File: src/rtl/bt656_capture_ctrl_if.sv
// Byte-stream, lock/capture control and FIFO write signals of the BT.656 capture sequencer.
// master = stream source / FIFO side, slave = bt656_capture_ctrl.
interface bt656_capture_ctrl_if #(
  parameter int DATA_WIDTH = 8
);
  logic [DATA_WIDTH-1:0] bt_data;
  logic                  bt_datavalid;
  logic                  bt_locked;
  logic                  capture_en;
  logic                  fifo_wrfull;
  logic                  fifo_wrreq;
  logic [DATA_WIDTH-1:0] fifo_data;
  logic                  field_start;
  logic                  field_id;
  logic                  locked;
  logic                  bt_overflow;
  logic                  trs_err;

  modport master (
    output bt_data, bt_datavalid, bt_locked, capture_en, fifo_wrfull,
    input  fifo_wrreq, fifo_data, field_start, field_id, locked, bt_overflow, trs_err
  );

  modport slave (
    input  bt_data, bt_datavalid, bt_locked, capture_en, fifo_wrfull,
    output fifo_wrreq, fifo_data, field_start, field_id, locked, bt_overflow, trs_err
  );
endinterface

File: src/rtl/bt656_capture_ctrl.sv
// BT.656 TRS decoder and crop-windowed luma capture sequencer feeding the capture FIFO.
// Optional: define BT656_XY_CHECK_EN to check the XY protection bits P3..P0.
module bt656_capture_ctrl #(
  parameter int DATA_WIDTH = 8,
  parameter int LINE_BYTES = 1440,
  parameter int CROP_X0    = 0,
  parameter int CROP_W     = 640,
  parameter int CROP_Y0    = 48,
  parameter int CROP_H     = 240
) (
  input logic                 bt_clock,
  input logic                 reset,
  bt656_capture_ctrl_if.slave bus
);
  localparam int BW = $clog2(LINE_BYTES + 1);
  localparam logic [DATA_WIDTH-1:0] BYTE_FF = '1;
  localparam logic [BW-1:0] LAST_B = BW'(LINE_BYTES - 1);
  localparam logic [BW-1:0] X_LO   = BW'(CROP_X0);
  localparam logic [BW-1:0] X_LEN  = BW'(CROP_W);
  localparam logic [10:0]   Y_LO   = 11'(CROP_Y0);
  localparam logic [10:0]   Y_LEN  = 11'(CROP_H);
  localparam logic [10:0]   LINE_MAX = 11'h7FF;

  typedef enum logic [2:0] {S_FF, S_00A, S_00B, S_XY, S_ACTIVE, S_BLANK} state_t;

  state_t                state_q, state_d;
  logic [BW-1:0]         b_q, b_d;
  logic [10:0]           line_q, line_d;
  logic                  vbl_q, vbl_d;
  logic                  capturing_q, capturing_d;
  logic                  drop_q, drop_d;
  logic                  locked_q, locked_d;
  logic                  overflow_q, overflow_d;
  logic                  field_id_q, field_id_d;
  logic                  field_start_q, field_start_d;
  logic                  trs_err_q, trs_err_d;
  logic                  wrreq_q, wrreq_d;
  logic [DATA_WIDTH-1:0] data_q, data_d;

  logic [3:0]    xy_hi;
  logic          xy_f, xy_v, xy_h, xy_bad;
  logic          fs, qual;
  logic [BW-1:0] x_rel;
  logic [10:0]   y_rel;

  assign xy_hi = bus.bt_data[DATA_WIDTH-1 -: 4];
  assign xy_f  = xy_hi[2];
  assign xy_v  = xy_hi[1];
  assign xy_h  = xy_hi[0];
`ifdef BT656_XY_CHECK_EN
  logic [3:0] xy_p;
  assign xy_p   = bus.bt_data[DATA_WIDTH-5 -: 4];
  assign xy_bad = !xy_hi[3] ||
                  (xy_p != {xy_v ^ xy_h, xy_f ^ xy_h, xy_f ^ xy_v, xy_f ^ xy_v ^ xy_h});
`else
  assign xy_bad = !xy_hi[3];
`endif

  // Offsets wrap to large values below the window start, so one compare covers both bounds.
  assign x_rel = (b_q >> 1) - X_LO;
  assign y_rel = line_q - Y_LO;
  assign qual  = (state_q == S_ACTIVE) && bus.bt_datavalid && b_q[0] &&
                 (x_rel < X_LEN) && (y_rel < Y_LEN) && capturing_q && !drop_q;

  always_comb begin
    state_d       = state_q;
    b_d           = b_q;
    line_d        = line_q;
    vbl_d         = vbl_q;
    capturing_d   = capturing_q;
    drop_d        = drop_q;
    locked_d      = locked_q;
    overflow_d    = overflow_q;
    field_id_d    = field_id_q;
    data_d        = data_q;
    field_start_d = 1'b0;
    trs_err_d     = 1'b0;
    wrreq_d       = 1'b0;
    fs            = 1'b0;
    if (bus.bt_datavalid) begin
      case (state_q)
        S_FF:  if (bus.bt_data == BYTE_FF) state_d = S_00A;
        S_00A: state_d = (bus.bt_data == '0) ? S_00B : S_FF;
        S_00B: state_d = (bus.bt_data == '0) ? S_XY : S_FF;
        S_XY: begin
          state_d = S_FF;
          if (xy_bad) begin
            trs_err_d = 1'b1;
            locked_d  = 1'b0;
          end else if (xy_h) begin
            if (xy_v) vbl_d = 1'b1;
            else if (line_q != LINE_MAX) line_d = line_q + 11'd1;
          end else if (xy_v) begin
            state_d = S_BLANK;
            b_d     = '0;
            vbl_d   = 1'b1;
          end else begin
            state_d = S_ACTIVE;
            b_d     = '0;
            if (vbl_q) begin
              fs     = 1'b1;
              vbl_d  = 1'b0;
              line_d = '0;
              if (!xy_f) locked_d = 1'b1;
            end
          end
        end
        S_ACTIVE, S_BLANK: begin
          if (b_q == LAST_B) state_d = S_FF;
          else b_d = b_q + BW'(1);
        end
        default: state_d = S_FF;
      endcase
      if (qual) begin
        if (bus.fifo_wrfull) begin
          drop_d     = 1'b1;
          overflow_d = 1'b1;
        end else begin
          wrreq_d = 1'b1;
          data_d  = bus.bt_data;
        end
      end
    end
    // Decoder lock loss overrides a same-cycle field-0 lock acquisition.
    if (!bus.bt_locked) locked_d = 1'b0;
    if (fs) begin
      capturing_d = bus.capture_en & locked_d;
      if (bus.capture_en & locked_d) begin
        field_start_d = 1'b1;
        field_id_d    = xy_f;
        drop_d        = 1'b0;
      end
      if (!bus.capture_en) overflow_d = 1'b0;
    end
    if (!locked_d) capturing_d = 1'b0;
  end

  always_ff @(posedge bt_clock or posedge reset) begin
    if (reset) begin
      state_q       <= S_FF;
      b_q           <= '0;
      line_q        <= '0;
      vbl_q         <= 1'b0;
      capturing_q   <= 1'b0;
      drop_q        <= 1'b0;
      locked_q      <= 1'b0;
      overflow_q    <= 1'b0;
      field_id_q    <= 1'b0;
      field_start_q <= 1'b0;
      trs_err_q     <= 1'b0;
      wrreq_q       <= 1'b0;
      data_q        <= '0;
    end else begin
      state_q       <= state_d;
      b_q           <= b_d;
      line_q        <= line_d;
      vbl_q         <= vbl_d;
      capturing_q   <= capturing_d;
      drop_q        <= drop_d;
      locked_q      <= locked_d;
      overflow_q    <= overflow_d;
      field_id_q    <= field_id_d;
      field_start_q <= field_start_d;
      trs_err_q     <= trs_err_d;
      wrreq_q       <= wrreq_d;
      data_q        <= data_d;
    end
  end

  assign bus.fifo_wrreq  = wrreq_q;
  assign bus.fifo_data   = data_q;
  assign bus.field_start = field_start_q;
  assign bus.field_id    = field_id_q;
  assign bus.locked      = locked_q;
  assign bus.bt_overflow = overflow_q;
  assign bus.trs_err     = trs_err_q;
endmodule

File: src/flat_wrapper.sv
// flat-port wrapper written by rule: the top's interface ports become plain ports
module bt656_capture_ctrl_flat 
#(
  parameter int DATA_WIDTH = 8,
  parameter int LINE_BYTES = 1440,
  parameter int CROP_X0    = 0,
  parameter int CROP_W     = 640,
  parameter int CROP_Y0    = 48,
  parameter int CROP_H     = 240
)
  (bt_clock, reset, bus_bt_data, bus_bt_datavalid, bus_bt_locked, bus_capture_en, bus_fifo_wrfull, bus_fifo_wrreq, bus_fifo_data, bus_field_start, bus_field_id, bus_locked, bus_bt_overflow, bus_trs_err);
  bt656_capture_ctrl_if #(.DATA_WIDTH(DATA_WIDTH)) bus_i ();
  input logic bt_clock;
  input logic reset;
  input wire logic [$bits(bus_i.bt_data)-1:0] bus_bt_data;
  input wire logic [$bits(bus_i.bt_datavalid)-1:0] bus_bt_datavalid;
  input wire logic [$bits(bus_i.bt_locked)-1:0] bus_bt_locked;
  input wire logic [$bits(bus_i.capture_en)-1:0] bus_capture_en;
  input wire logic [$bits(bus_i.fifo_wrfull)-1:0] bus_fifo_wrfull;
  output wire logic [$bits(bus_i.fifo_wrreq)-1:0] bus_fifo_wrreq;
  output wire logic [$bits(bus_i.fifo_data)-1:0] bus_fifo_data;
  output wire logic [$bits(bus_i.field_start)-1:0] bus_field_start;
  output wire logic [$bits(bus_i.field_id)-1:0] bus_field_id;
  output wire logic [$bits(bus_i.locked)-1:0] bus_locked;
  output wire logic [$bits(bus_i.bt_overflow)-1:0] bus_bt_overflow;
  output wire logic [$bits(bus_i.trs_err)-1:0] bus_trs_err;
  assign bus_i.bt_data = bus_bt_data;
  assign bus_i.bt_datavalid = bus_bt_datavalid;
  assign bus_i.bt_locked = bus_bt_locked;
  assign bus_i.capture_en = bus_capture_en;
  assign bus_i.fifo_wrfull = bus_fifo_wrfull;
  assign bus_fifo_wrreq = bus_i.fifo_wrreq;
  assign bus_fifo_data = bus_i.fifo_data;
  assign bus_field_start = bus_i.field_start;
  assign bus_field_id = bus_i.field_id;
  assign bus_locked = bus_i.locked;
  assign bus_bt_overflow = bus_i.bt_overflow;
  assign bus_trs_err = bus_i.trs_err;
  bt656_capture_ctrl #(.DATA_WIDTH(DATA_WIDTH), .LINE_BYTES(LINE_BYTES), .CROP_X0(CROP_X0), .CROP_W(CROP_W), .CROP_Y0(CROP_Y0), .CROP_H(CROP_H)) u_core (.bt_clock(bt_clock), .reset(reset), .bus(bus_i));
endmodule
File: config.mk
export PLATFORM = sky130hd
export DESIGN_NAME = bt656_capture_ctrl_flat
export DESIGN_NICKNAME = d
export VERILOG_FILES = /design/src/rtl/bt656_capture_ctrl_if.sv /design/src/rtl/bt656_capture_ctrl.sv /design/src/flat_wrapper.sv
export SDC_FILE = /design/constraint.sdc
export NUM_CORES = 1
export LEC_CHECK = 0
export ABC_CLOCK_PERIOD_IN_PS = 5400
export CORE_AREA = 2 2 96 61
export CTS_CLUSTER_SIZE = 30
export DETAILED_ROUTE_END_ITERATION = 8
export DIE_AREA = 0 0 98 63
export GPL_TIMING_DRIVEN = 0
export PLACE_DENSITY = 0.61
export REMOVE_ABC_BUFFERS = 1
export SLEW_MARGIN = 25
export SYNTH_ARGS = -nofsm -noshare
export SYNTH_HDL_FRONTEND = slang
export SYNTH_SLANG_ARGS = --single-unit
File: constraint.sdc
create_clock -name bt_clock -period 5.4 [get_ports bt_clock]
set_clock_uncertainty 0.05 [all_clocks]
set_input_delay 1.08 -clock bt_clock [delete_from_list [all_inputs] [get_ports bt_clock]]
set_output_delay 1.08 -clock bt_clock [all_outputs]
set_load 0.1 [all_outputs]
==> results by group, run 1 <==
Die
  • IO Pins: 28
  • Site Rows: 21
  • Core area: 5330 µm²
  • Die width: 98 µm
  • Initial core utilization: 42.9%
  • Die area: 6170 µm²
  • Die height: 63 µm

Yosys
  • Top post-synthesis cells by area: dfrtp_1 46%, mux2_2 4.4%, o31ai_1 3.0%
  • Post-synth top area share: 46.0%
  • Ys flop type: dfrtp_1
  • Synth cell types: 51
  • Avg Cell Area, Syn: 10.0 µm²
  • Seq cells post-synth: 42
  • Yosys top cell by area: dfrtp_1
  • Post-synth EDFFs: 0
  • Asr flop ratio synth: 100%
  • Mapped Cells: 228
  • Synth Cell Area: 2290 µm²
  • Sequential area share after synthesis: 46.0%
  • Ys Warns: 0

CTS
  • CTS sink cnt: 42
  • CTS H-tree lvls: 2
  • Post-cts sizing count: 0
  • CTS tree: yes
  • Worst-Skew Late Latency: 0.30 ns
  • Buffer depth of the longest clock path: 2
  • Setup Fix Bufs, Post-CTS: 0
  • Clk pin slew, worst setup/hold paths: 0.09 ns
  • Hold-fix buffers, CTS: 0
  • TritonCTS buffer count: 5
  • Root Buffer: clkbuf_8

Final layout
  • Fillers: 503
  • Area grow syn2layout: 18.4%
  • # diodes: 0
  • Non-Filler Instances: 322
  • Share of cells above drive strength 1: 11.1%
  • Nets: 269

Power and ir drop
  • Power Density: 210 nW/µm²
  • Leak: 1.11 nW
  • Worst VDD drop: 0.000115 V
  • Tot Pwr: 0.568 mW

Timing
  • Setup violators final: 0
  • Slew HR: 34.4%
  • Hold Violations, Final: 0
  • Max-slew violations: 0
  • Worst Tran Pin Value: 0.981 ns
  • Final setup margin: 2.28 ns
  • Min Tclk post-route: 3.12 ns
  • Max Clock Freq: 321 MHz
  • Setup_tns: 0 ns
  • Final period util: 57.7%
  • RSZ-0062 raised after global routing: no

Drt
  • Via count: 1822
  • DRC: 0
  • Final ANT Viol Nets: 0
  • DR pass1 iterations: 4
  • Routed len/inst: 16.1 µm
  • WL final: 5180 µm
  • Vias/cell: 5.66
  • DRT iter0 DRCs: 107

Place
  • Pre-CTS WS: 1.98 ns
  • PortBufs: 27
  • DP HPWL: 3720 µm
  • Placed Cells incl. Taps: 314
  • Final RePlAce weighted congestion: 0.792

Flow run
  • Maxcap violations: 0

Critical path
  • Req. time, crit path: 5.58 ns
  • R2r worst-path depth: 5
  • Buf/Inv on CP: 1
  • Crit. End Element: flip-flop
  • Reg2reg end: u_core.bus.fifo_data[4]
  • Largest stage delay on the critical path: 0.71 ns
  • Crit-path slowest cell: clkdlybuf4s50_1
  • CP cell instances: clkdlybuf4s50_1 > o21ba_1 > nand3_1 > or4_1 > a21oi_1
  • Crit start category: primary input
  • Critical path class: in -> reg
  • WP data arrival: 3.30 ns
  • Cell family with most CP delay: simple AND/OR/NAND/NOR gates
  • Worst Path Max Fanout: 13
  • Reg2reg start: u_core.line_q[4]
  • R2R Setup Slk: 2.97 ns

GRT
  • Global-route wire length before repair: 8630 µm
  • Largest net degree at the start of global routing: 31
  • Gr ovfl total: 0
  • GRT Util Overall: 17.5%
  • Antenna violations before repair: 0
  • Vias in the first global route: 1754

Worst hold path
  • Min-Delay Path Depth: 1
  • HP Class: reg -> reg
  • Min-delay src: u_core.bus.bt_overflow
  • Hold Path Sink: u_core.bus.bt_overflow

Status
  • Status: complete, no violations
stage by stage:
| step | area (µm²) | util, % | hold WS (ns) |
|---|---|---|---|
| after global routing | 2710 | 50.8 | 0.488 |
| after global placement | 2580 | 48.4 | 0.427 |
| after CTS | 2700 | 50.7 | 0.455 |
| final | 2710 | 50.8 | 0.454 |
| after detailed placement | 2610 | 48.9 | 0.433 |
| after floorplan | 2230 | - | 0.432 |
registers in the layout, summed over array words and instances, names as in the netlist:
register and cells:
u_core.line_q 11, u_core.bus.locked 1, u_core.capturing_q 1, u_core.state_q 3, u_core.bus.fifo_wrreq 1, u_core.b_q 11
u_core.bus.fifo_data 8, u_core.vbl_q 1, u_core.bus.bt_overflow 1, u_core.drop_q 1, u_core.bus.trs_err 1, u_core.bus.field_id 1
u_core.bus.field_start 1
cell usage after synthesis (all sizes together), types with 4 or more instances:
master and n:
nand3 12, mux2i 4, nor2 7, nand2 14, buf 7, o21ai 11
nor4 9, a21oi 10, or4 5, and3b 4, nor3 5, a31oi 4
clkbuf 4, xnor2 4, nand4 8, or3 8, o31ai 9, dfrtp 42
inv 13, mux2 9
cells by family after synthesis:
| kind of cell | share of synthesized area, % |
|---|---|
| AOI/OAI and AO/OA | 15.9 |
| xor gates and xnor gates | 1.53 |
| adders and majority gates | 1.64 |
| buffers and inverters | 4.71 |
| DFF | 46.0 |
| muxes | 6.19 |
| and+or+nand+nor | 24.0 |
final cells by class:
type | count | area (µm²) | share of cell area (%)
well taps | 69 | 86.3 | 3.19
repair buffers | 28 | 290 | 10.7
clock inverters | 3 | 25.0 | 0.924
inverters | 13 | 48.8 | 1.80
flip-flops and latches | 42 | 1050 | 38.8
multi-input cells | 162 | 1140 | 42.0
clock buffers | 5 | 68.8 | 2.54
layout by cell type, fill, tap and decap left out, types with 9 or more instances in the layout:
cell and n:
nand3_1 12, inv_1 12, mux2_2 9, a21oi_1 10, nand2_1 14, dfrtp_1 42
o21ai_0 11, clkdlybuf4s50_1 27
layer usage:
layer / up-vias / wire (µm) / share of wire, % / track usage (%)
li1: 915 / - / - / -
met1: 868 / 2880 / 56 / 27.6
met2: 34 / 2000 / 39 / 23.0
met3: 5 / 255 / 4.9 / 5.37
met4: 0 / 42 / 0.81 / 4.34
met5: - / 0 / 0 / 0
worst max-delay path by stage:
stage,to,depth (start not counted),slack (ns),start
after floorplan,u_core.line_q[7],4,2.93,bus_bt_data[5]
after global placement,u_core.line_q[3],5,1.97,bus_bt_data[4]
after detailed placement,u_core.line_q[9],5,1.98,bus_bt_data[4]
after CTS,u_core.line_q[3],5,2.29,bus_bt_data[4]
after global routing,u_core.line_q[7],5,2.12,bus_bt_data[4]
final,u_core.line_q[3],5,2.28,bus_bt_data[4]
report_power, final:
part	switching (mW)	leakage (nW)	internal (mW)	total [mW]
Combinational	0.0181	0.488	0.0148	0.0329
Clock	0.124	0.0447	0.0935	0.217
Sequential	0.00225	0.577	0.316	0.318
worst reg2reg max path, stage by stage, from the launching register on:
cell     delay, ns
dfrtp_1       0.48
ha_1          0.35
nor2b_1       0.14
o31a_1        0.29
nor4_4        0.60
mux2_2        0.42
Note: power is estimated with default switching activity, not from simulation.
==> inputs of run 2 (changes only) <==
--- a/config.mk
+++ b/config.mk
@@ -5,7 +5,7 @@
 export SDC_FILE = /design/constraint.sdc
 export NUM_CORES = 1
 export LEC_CHECK = 0
-export ABC_CLOCK_PERIOD_IN_PS = 5400
+export ABC_CLOCK_PERIOD_IN_PS = 2930
 export CORE_AREA = 2 2 96 61
 export CTS_CLUSTER_SIZE = 30
 export DETAILED_ROUTE_END_ITERATION = 8
==> constraint.sdc (replaced) <==
create_clock -name bt_clock -period 2.93 [get_ports bt_clock]
set_clock_uncertainty 0.05 [all_clocks]
set_input_delay 0.586 -clock bt_clock [delete_from_list [all_inputs] [get_ports bt_clock]]
set_output_delay 0.586 -clock bt_clock [all_outputs]
set_load 0.1 [all_outputs]
==> results of run 2 <==
Same layout as run 1 (identical final DEF). Status: complete, no violations.
Among the figures that moved: setup slack after placement 1.98 ns -> 0.00397 ns; setup slack after layout 2.28 ns -> 0.306 ns; register-to-register setup slack 2.97 ns -> 0.50 ns; total power 0.568 mW -> 1.05 mW; worst IR drop on VDD 0.000115 V -> 0.000213 V
